--- config.mk ---
export PLATFORM = sky130hd
export DESIGN_NAME = cache_arbiter
export DESIGN_NICKNAME = d
export VERILOG_FILES = /design/src/rtl/cache_arbiter.sv
export SDC_FILE = /design/constraint.sdc
export NUM_CORES = 1
export LEC_CHECK = 0
export CORE_AREA = 2 2 544 546
export CTS_CLUSTER_SIZE = 16
export DETAILED_ROUTE_END_ITERATION = 12
export DIE_AREA = 0 0 546 548
export PLACE_DENSITY = 0.3
export RECOVER_POWER = 100
export SLEW_MARGIN = 20
export SYNTH_ARGS = -nofsm -noshare
export SYNTH_HDL_FRONTEND = slang
export SYNTH_SLANG_ARGS = --single-unit
--- constraint.sdc ---
create_clock -name clk -period 2.9 [get_ports clk]
set_clock_uncertainty 0.1 [all_clocks]
set_input_delay 0.29 -clock clk [delete_from_list [all_inputs] [get_ports clk]]
set_output_delay 0.29 -clock clk [all_outputs]
set_load 0.1 [all_outputs]
--- src/rtl/cache_arbiter.sv ---
// Two-way arbiter sharing one cacheline adaptor between the I-cache and D-cache.
// Ports: clk/rst; i_* I-cache read side; d_* D-cache read/writeback side; mem_* adaptor side.
module cache_arbiter #(
    parameter int ADDR_WIDTH = 32,
    parameter int LINE_WIDTH = 256
) (
    input  logic                  clk,
    input  logic                  rst,
    input  logic                  i_read,
    input  logic [ADDR_WIDTH-1:0] i_address,
    output logic [LINE_WIDTH-1:0] i_rdata,
    output logic                  i_resp,
    input  logic                  d_read,
    input  logic                  d_write,
    input  logic [ADDR_WIDTH-1:0] d_address,
    input  logic [LINE_WIDTH-1:0] d_wdata,
    output logic [LINE_WIDTH-1:0] d_rdata,
    output logic                  d_resp,
    output logic                  mem_read,
    output logic                  mem_write,
    output logic [ADDR_WIDTH-1:0] mem_address,
    output logic [LINE_WIDTH-1:0] mem_wdata,
    input  logic [LINE_WIDTH-1:0] mem_rdata,
    input  logic                  mem_resp
);

    typedef enum logic [1:0] {
        IDLE,
        I_BUSY,
        D_BUSY,
        RELEASE
    } state_t;

    localparam logic [ADDR_WIDTH-1:0] LINE_MASK = ~ADDR_WIDTH'(5'h1f);

    state_t                  state, state_nx;
    logic                    last_grant, last_grant_nx;
    logic [ADDR_WIDTH-1:0]   addr_q, addr_nx;
    logic [LINE_WIDTH-1:0]   wdata_q, wdata_nx;
    logic                    write_q, write_nx;
    logic                    i_pend, d_pend, pick_d, busy;

    assign i_pend = i_read;
    assign d_pend = d_read | d_write;
    // last_grant = 1 means D won last time, so a tie goes to I.
    assign pick_d = d_pend & (~i_pend | ~last_grant);

    always_ff @(posedge clk) begin
        if (rst) begin
            state      <= IDLE;
            last_grant <= 1'b1;
            addr_q     <= '0;
            wdata_q    <= '0;
            write_q    <= 1'b0;
        end else begin
            state      <= state_nx;
            last_grant <= last_grant_nx;
            addr_q     <= addr_nx;
            wdata_q    <= wdata_nx;
            write_q    <= write_nx;
        end
    end

    always_comb begin
        state_nx      = state;
        last_grant_nx = last_grant;
        addr_nx       = addr_q;
        wdata_nx      = wdata_q;
        write_nx      = write_q;
        unique case (state)
            IDLE: begin
                if (i_pend | d_pend) begin
                    last_grant_nx = pick_d;
                    if (pick_d) begin
                        state_nx = D_BUSY;
                        addr_nx  = d_address & LINE_MASK;
                        // Writeback wins when read and write arrive together.
                        write_nx = d_write;
                        wdata_nx = d_wdata;
                    end else begin
                        state_nx = I_BUSY;
                        addr_nx  = i_address & LINE_MASK;
                        write_nx = 1'b0;
                    end
                end
            end
            I_BUSY, D_BUSY: begin
                if (mem_resp) state_nx = RELEASE;
            end
            RELEASE: state_nx = IDLE;
            default: state_nx = IDLE;
        endcase
    end

    assign busy        = (state == I_BUSY) || (state == D_BUSY);
    assign mem_read    = busy & ~write_q;
    assign mem_write   = busy & write_q;
    assign mem_address = addr_q;
    assign mem_wdata   = wdata_q;

    assign i_rdata = mem_rdata;
    assign d_rdata = mem_rdata;
    assign i_resp  = (state == I_BUSY) & mem_resp;
    assign d_resp  = (state == D_BUSY) & mem_resp;

endmodule
[Word level (Yosys, flattened, before mapping)]
Cells that the tools add are included.
Storage, ports and cells
  bits in registers: 292
  logic and storage cells: 33
  bits of input ports: 582
  output and inout bits: 804
Cells by class
  equality and inequality tests: 5
  bitwise gates (word level): 11
  multiplexer cells: 6
  reduce and logical (&&, ||, !) cells: 6
Operator list (number)
  $mux 32: 1
  $mux 2: 3
  $pmux 2 s3: 1
  $and 1x1->1: 5
  $eq 2x2->1 const B: 2
  $ne 2x2->1 const B: 2
  $reduce_and 2->1: 2
  $not 1->1: 3
  $or 1x1->1: 3
  $reduce_and 3->1: 1
  $eq 2x1->1 const B: 1
  $logic_not 2->1: 1
  $reduce_or 2->1: 1
  $logic_or 1x1->1: 1
  $mux 1: 1

[Logic depth before layout (Yosys ltp)]
Gate-level depths: netlist of the first run.
  depth in word-level cells: 6
  gate-level depth with buffers: 8
  mapped depth without buffers: 5

[Worst setup path before layout of the first run]
No wires, ideal clock.
  kind: register to output
  start point: reg state[0]
  end point: out mem_read
  arrival: 2.093 ns
  stages on the path, launching flop included: 4
  slack: 0.417 ns
  path buffers: 0
  data required time: 2.510 ns
  cells stage by stage: dfxtp_1 inv_1 ha_1 nor2b_1
Between the ends
  word-level cells in the longest chain between the ends: 3
  elaborated cells on any way between the ends: 4
  classes of those cells: 2 x eq/ne; 1 x bitwise; 1 x reduce/logical
Ends and longest elaborated chain
  start: declaration: RTL line 36  | state_t state, state_nx;
  start signal: assignment: RTL line 56  | state <= state_nx;
  $eq 2x1->1 or $eq 2x2->1 (tied branches): RTL line 95  | assign busy = (state == I_BUSY) || (state == D_BUSY);
  $logic_or 1x1->1 (*): RTL line 95
  $and 1x1->1 (*): RTL line 96  | assign mem_read = busy & ~write_q;
  end: declaration: RTL line 19  | output logic mem_read,
Every way passes the cells marked *; elsewhere a longest branch is shown, timed or not.

[Final worst setup path of the first run]
Ends and elaborated chain as after synthesis.

==> results of run 1 <==
==> cells by family (layout without fill, tap and decap cells) <==
kind of cell / count (synthesis) / in the layout
other: 1 / 20
AND/OR/NAND/NOR: 322 / 322
buffers and inverters: 678 / 794
adder cells (fa/ha/maj): 4 / 4
AO/OA/AOI/OAI: 576 / 576
flip-flops: 287 / 287
multiplexers: 1 / 1
==> layout make-up <==
| cell class | instances | area (um2) |
|---|---|---|
| Sequential cell | 287 | 5750 |
| Timing Repair Buffer | 706 | 5530 |
| Tap cell | 3919 | 4900 |
| Clock inverter | 26 | 359 |
| Clock buffer | 59 | 1270 |
| Antenna cell | 15 | 37.5 |
| Multi-Input combinational cell | 908 | 4700 |
| Inverter | 3 | 18.8 |
| Fill cell | 34600 | 270000 |
==> how the worst max path moves through the flow <==
| stage | startpoint | endpoint | slack (ps) | cells after the start |
|---|---|---|---|---|
| after detailed placement | d_write | mem_wdata[216]$_SDFFE_PP0P_ | 370 | 6 |
| after floorplan | state[0]$_SDFFE_PP0P_ | mem_read | 420 | 3 |
| after global placement | d_write | state[1]$_SDFFE_PP0P_ | 50 | 4 |
| final | state[0]$_SDFFE_PP0P_ | mem_read | 320 | 4 |
| after global routing | state[0]$_SDFFE_PP0P_ | mem_wdata[179]$_SDFFE_PP0P_ | 120 | 6 |
| after CTS | state[0]$_SDFFE_PP0P_ | mem_read | 230 | 4 |
==> critical path, delay by kind of cell (launching register included) <==
family | cells | cell delay (ps)
DFF | 1 | 360
adders and majority gates | 1 | 310
buffers and inverters | 2 | 670
and+or+nand+nor | 1 | 140
==> stage by stage <==
stage	instances	setup slack, ps	hold WS, ps
2_1_floorplan	1873	417	331
3_3_place_gp	5764	48.9	368
3_5_place_dp	5764	371	367
5_1_grt	5916	120	39.8
4_1_cts	5908	228	0.0328
6_report	5923	323	74.8
==> per-layer routing <==
| metal | wire [um] | vias up | share of wire, % | track usage [%] |
|---|---|---|---|---|
| li1 | - | 6065 | - | - |
| met1 | 44400 | 6619 | 29 | 8.17 |
| met2 | 66000 | 1162 | 43 | 15.1 |
| met3 | 32700 | 438 | 21 | 9.43 |
| met4 | 9670 | 4 | 6.3 | 5.37 |
| met5 | 110 | - | 0.072 | 0.206 |
==> power by group through the flow <==
stage                     logic (W)  registers (W)  clock network, W
after global placement       0.0154        0.00542                 0
after CTS                    0.0154        0.00538           0.00658
final                        0.0142        0.00535           0.00623
after detailed placement     0.0153        0.00543                 0
after global routing         0.0151        0.00545           0.00665
after floorplan             0.00699         0.0114                 0
==> sequential cells by signal, indices dropped and copies added (netlist names) <==
register,count
mem_address,27
last_grant,1
mem_wdata,256
state,2
write_q,1
==> timing repair <==
item / 4_1_cts / 5_1_grt
buffers inserted: 0 / 0
hold buffers: 59 / 0
endpoints found under the hold margin: 88 / 0
==> cell usage in the layout (no fill, tap or decap), types with 2 or more instances in the layout <==
master and count:
and2_1 3, a211oi_1 17, buf_12 16, clkbuf_4 2, nand2_1 31, o21ai_0 257, conb_1 5, bufinv_16 6
clkinv_4 7, nor2_1 27, clkinv_2 7, clkbuf_16 46, dfxtp_1 287, inv_16 2, clkbuf_2 147, diode_2 15
nand3_1 257, clkdlybuf4s50_1 314, a211oi_2 9, a21oi_1 284, buf_4 21, clkbuf_8 7, inv_8 2, clkinvlp_4 2
nor2b_1 2, inv_1 2, clkbuf_1 151, dlygate4sd3_1 59, ha_1 3
==> impl_metrics.csv, run 1 <==
group,metric,value,unit
floorplan,core,293000,um2
clock_tree,clock_sinks,287,
clock_tree,cts_resized,0,
timing,setup_violations,0,
final_layout,fin_nets,2538,
final_layout,areaGrowthSynthToFinish,50.4,%
worst_hold_path,hp-class,"in -> reg",
route,vias,14300,
power,powerDensity,1140,nW/um2
logic_synthesis,async_flop_share,0,%
power,pwr-share-comb,55.1,%
setup_path,r2r_start,"state[0]$_SDFFE_PP0P_",
placement,io_buffers,602,
logic_synthesis,synth_mux_area_share,0.0667,%
logic_synthesis,synth_flop_cell,"dfxtp_1",
floorplan,chipHeight,548,um
clock_tree,cts_buffer_depth,3,
timing,slew_violations,0,
logic_synthesis,syn_inst,1869,
power,p_switching,0.0150,W
logic_synthesis,ys_seq_elements,287,
global_route,grt_use_total,9.80,%
setup_path,required,2510,ps
route,avgViaCountPerCell,2.41,
power,peakVddDrop,0.657,mV
logic_synthesis,yosys.area.top_type,"dfxtp_1",
clock_tree,numCtsBuffers,46,
worst_hold_path,hold_start,"i_address[6]",
timing,tightestPinTransition,1490,ps
logic_synthesis,synthAdderAreaFrac,0.334,%
logic_synthesis,synth_top_family_by_area,"buffers and inverters",
worst_hold_path,holdPathEnd,"mem_address[6]$_SDFFE_PP0P_",
floorplan,die_x,546,um
placement,dp.final_hpwl,131000,um
setup_path,ff2ff_path_depth,6,
global_route,grt-ovfl-total,0,
logic_synthesis,synth.top_cell.area_share,38.3,%
final_layout,drive_above_1_share,14.1,%
timing,grt_setup_unrepaired,"no",
setup_path,slowest_stage,"clkbuf_2",
logic_synthesis,synth_compound_area_share,20.6,%
clock_tree,htreeDepth,2,
worst_hold_path,min_path_cells,3,
clock_tree,cts_tree,"yes",
global_route,grt_pass1_wl,186000,um
global_route,antenna_found_initial,89,
logic_synthesis,synth.distinct_cells,31,
power,finalPower,0.0258,W
logic_synthesis,ys_seq_area_share,38.3,%
timing,setup_tns,0,ps
setup_path,worstPathArrival,2190,ps
timing,maxSlewHeadroom,1.23,%
logic_synthesis,synth_warnings,0,
logic_synthesis,yosys-top-cells-count,"buf_4 (521), dfxtp_1 (287), a21oi_1 (284)",
run_status,status,"finished clean",
setup_path,cp-start-kind,"register",
setup_path,rr_endpoint,"mem_wdata[181]$_SDFFE_PP0P_",
global_route,grt_max_degree,64,
logic_synthesis,synth-xor-area-share,0,%
route,ant_nets,0,
setup_path,path_cells,"inv_1, ha_4, nor2b_1, clkbuf_2",
setup_path,crit_path_max_incr_delay,560,ps
power,p_seq_share,20.7,%
setup_path,path_max_fanout,5,
logic_synthesis,syn_area_per_cell,8.03,um2
setup_path,path_class,"reg -> out",
clock_tree,clock_latency,670,ps
placement,routabilityCongestion,0.791,
clock_tree,cts.clk_slew.worst_paths,60,ps
logic_synthesis,synth-edff-count,0,
timing,fmax,388,MHz
route,drt-wirelength-per-cell,25.8,um
timing,finalCritPeriodShare,88.9,%
power,switching_share,58.3,%
logic_synthesis,syn_area,15000,um2
final_layout,final_core_util,7.70,%
logic_synthesis,yosysMostFrequentCell,"buf_4",
power,p_int,0.0108,W
route,drtIter0Drc,793,
clock_tree,cts_root_buffer,"clkbuf_16",
timing,fin_crit,2580,ps
power,p_clk_share,24.2,%
floorplan,num_rows,199,
logic_synthesis,synth_area_leaders,"dfxtp_1 (38%), buf_4 (26%), a21oi_1 (9.5%), nand3_1 (8.6%), o21ai_0 (8.3%)",
route,drc_errors,0,
floorplan,die_area,299000,um2
setup_path,r2r_setup_slack,360,ps
placement,dpl_cell_area,21300,um2
logic_synthesis,synthSimpleGateAreaFrac,10.3,%
route,routed_wl,153000,um
floorplan,pin_count,1386,
setup_path,endpoint_kind,"primary output",
route,drtPass1Iterations,7,
global_route,grt_pass1_vias,14200,
run,cap_viol_max_count,0,
timing,final_hold_viol_count,0,
final_layout,stdcell_area,22600,um2
floorplan,start_util,5.12,%
power,leakage,6.87,nW
(Power assumes the default switching activity.)
==> run 2: changes to the inputs <==
==> constraint.sdc (replaced) <==
create_clock -name clk -period 3.3 [get_ports clk]
set_clock_uncertainty 0.1 [all_clocks]
set_input_delay 0.33 -clock clk [delete_from_list [all_inputs] [get_ports clk]]
set_output_delay 0.33 -clock clk [all_outputs]
set_load 0.1 [all_outputs]
==> impl_metrics.csv, run 2 (synthesis gave the netlist of run 1 again) <==
group,metric,value,unit
route,ant_nets,0,
route,drtIter0Drc,710,
timing,setup_tns,0,ps
clock_tree,cts_tree,"yes",
run_status,status,"finished with violations",
global_route,grt_pass1_wl,187000,um
floorplan,start_util,5.12,%
clock_tree,htreeDepth,2,
clock_tree,cts_buffer_depth,3,
placement,io_buffers,602,
timing,maxSlewHeadroom,-24.0,%
route,drtPass1Iterations,5,
route,avgViaCountPerCell,2.39,
final_layout,fillers,34500,
final_layout,fin_nets,2470,
global_route,grt_use_total,9.91,%
placement,dp.final_hpwl,130000,um
setup_path,path_class,"reg -> out",
worst_hold_path,min_path_cells,2,
clock_tree,cts_setup_buffers,0,
power,leakage,6.49,nW
clock_tree,cts_resized,0,
worst_hold_path,hp-class,"in -> reg",
route,routed_wl,154000,um
setup_path,path_cells,"clkbuf_1",
setup_path,critPathBufInv,1,
final_layout,areaGrowthSynthToFinish,47.5,%
timing,fin_crit,2820,ps
setup_path,ff2ff_path_depth,6,
floorplan,die_area,299000,um2
run,cap_viol_max_count,90,
setup_path,cp-start-kind,"register",
timing,slew_violations,85,
floorplan,die_x,546,um
route,vias,14000,
setup_path,required,2870,ps
timing,grt_setup_unrepaired,"no",
setup_path,worstPathArrival,2390,ps
floorplan,core,293000,um2
clock_tree,cts.clk_slew.worst_paths,60,ps
global_route,grt_max_degree,119,
final_layout,layout_commonest_cell,"clkdlybuf4s50_1",
timing,tightestPinTransition,1870,ps
final_layout,final_core_util,7.55,%
clock_tree,clock_sinks,287,
setup_path,path_max_fanout,2,
setup_path,cp.depth,1,
clock_tree,clock_latency,670,ps
placement,routabilityCongestion,0.792,
final_layout,largest_reg_flops,256,
setup_path,crit_path_max_incr_delay,1330,ps
power,peakVddDrop,0.654,mV
final_layout,layout_common_cells,"clkdlybuf4s50_1 (314), dfxtp_1 (287), a21oi_1 (284)",
floorplan,chipHeight,548,um
setup_path,critPathTopFamily,"buffers and inverters",
global_route,grt-ovfl-total,0,
floorplan,pin_count,1386,
route,drt-wirelength-per-cell,26.3,um
timing,finalCritPeriodShare,85.5,%
global_route,antenna_found_initial,102,
clock_tree,numCtsBuffers,45,
run_status,violations,"max-capacitance violations, max-slew violations",
setup_path,slowest_stage,"clkbuf_1",
timing,final_hold_viol_count,0,
floorplan,num_rows,199,
power,powerDensity,1010,nW/um2
global_route,grt_pass1_vias,14100,
clock_tree,cts_hold_buf,0,
timing,setup_violations,0,
route,drc_errors,0,
clock_tree,cts_root_buffer,"clkbuf_16",
timing,fmax,354,MHz
setup_path,endpoint_kind,"primary output",
final_layout,drive_above_1_share,7.08,%
[run 2: worst paths after layout]
path	start	to	slack [ps]
max	mem_wdata[133]$_SDFFE_PP0P_	mem_wdata[133]	480
min	rst	mem_wdata[216]$_SDFFE_PP0P_	20
max reg2reg	state[1]$_SDFFE_PP0P_	mem_wdata[148]$_SDFFE_PP0P_	510
min reg2reg	mem_wdata[196]$_SDFFE_PP0P_	mem_wdata[196]$_SDFFE_PP0P_	370
[run 2: layer usage]
metal / vias up / GRT usage, % / share of wire (%)
li1: 5910 / - / -
met4: 6 / 5.04 / 6.5
met5: - / 0.0633 / 0.048
met3: 480 / 9.87 / 23
met2: 1181 / 15.4 / 43
met1: 6384 / 8.10 / 28
[run 2: where the power goes]
group	internal (W)	switching (W)
Sequential	0.00425	0.000422
Combinational	0.00200	0.0106
Clock	0.00284	0.00223
[run 2: cell type report]
class                           instances  area (um2)  share of cell area, %
Clock inverter                         18         189                  0.854
Sequential cell                       287        5750                   26.0
Antenna cell                           11        27.5                  0.124
Inverter                                3        18.8                 0.0848
Multi-Input combinational cell        908        4720                   21.3
Timing Repair Buffer                  639        5230                   23.6
Clock buffer                           65        1300                   5.88
Tap cell                             3919        4900                   22.2
[run 2: worst register-to-register path, delay by kind of cell (launching register included)]
kind / cells / cell delay (ps)
AND/OR/NAND/NOR: 1 / 210
buffers and inverters: 3 / 1480
adder cells (fa/ha/maj): 1 / 450
AO/OA/AOI/OAI: 1 / 160
flip-flops: 1 / 310
[run 2: metrics by stage]
step	instance area, um2	instances	setup slack (ps)	hold slack, ps	power (W)
detailed placement	21400	5756	687	369	0.0183
finish	22100	5850	477	20.4	0.0223
global route	22100	5845	251	52.4	0.0236
floorplan	15000	1873	777	341	0.0162
global placement	21400	5756	696	361	0.0183
CTS	22900	5839	495	13.8	0.0236
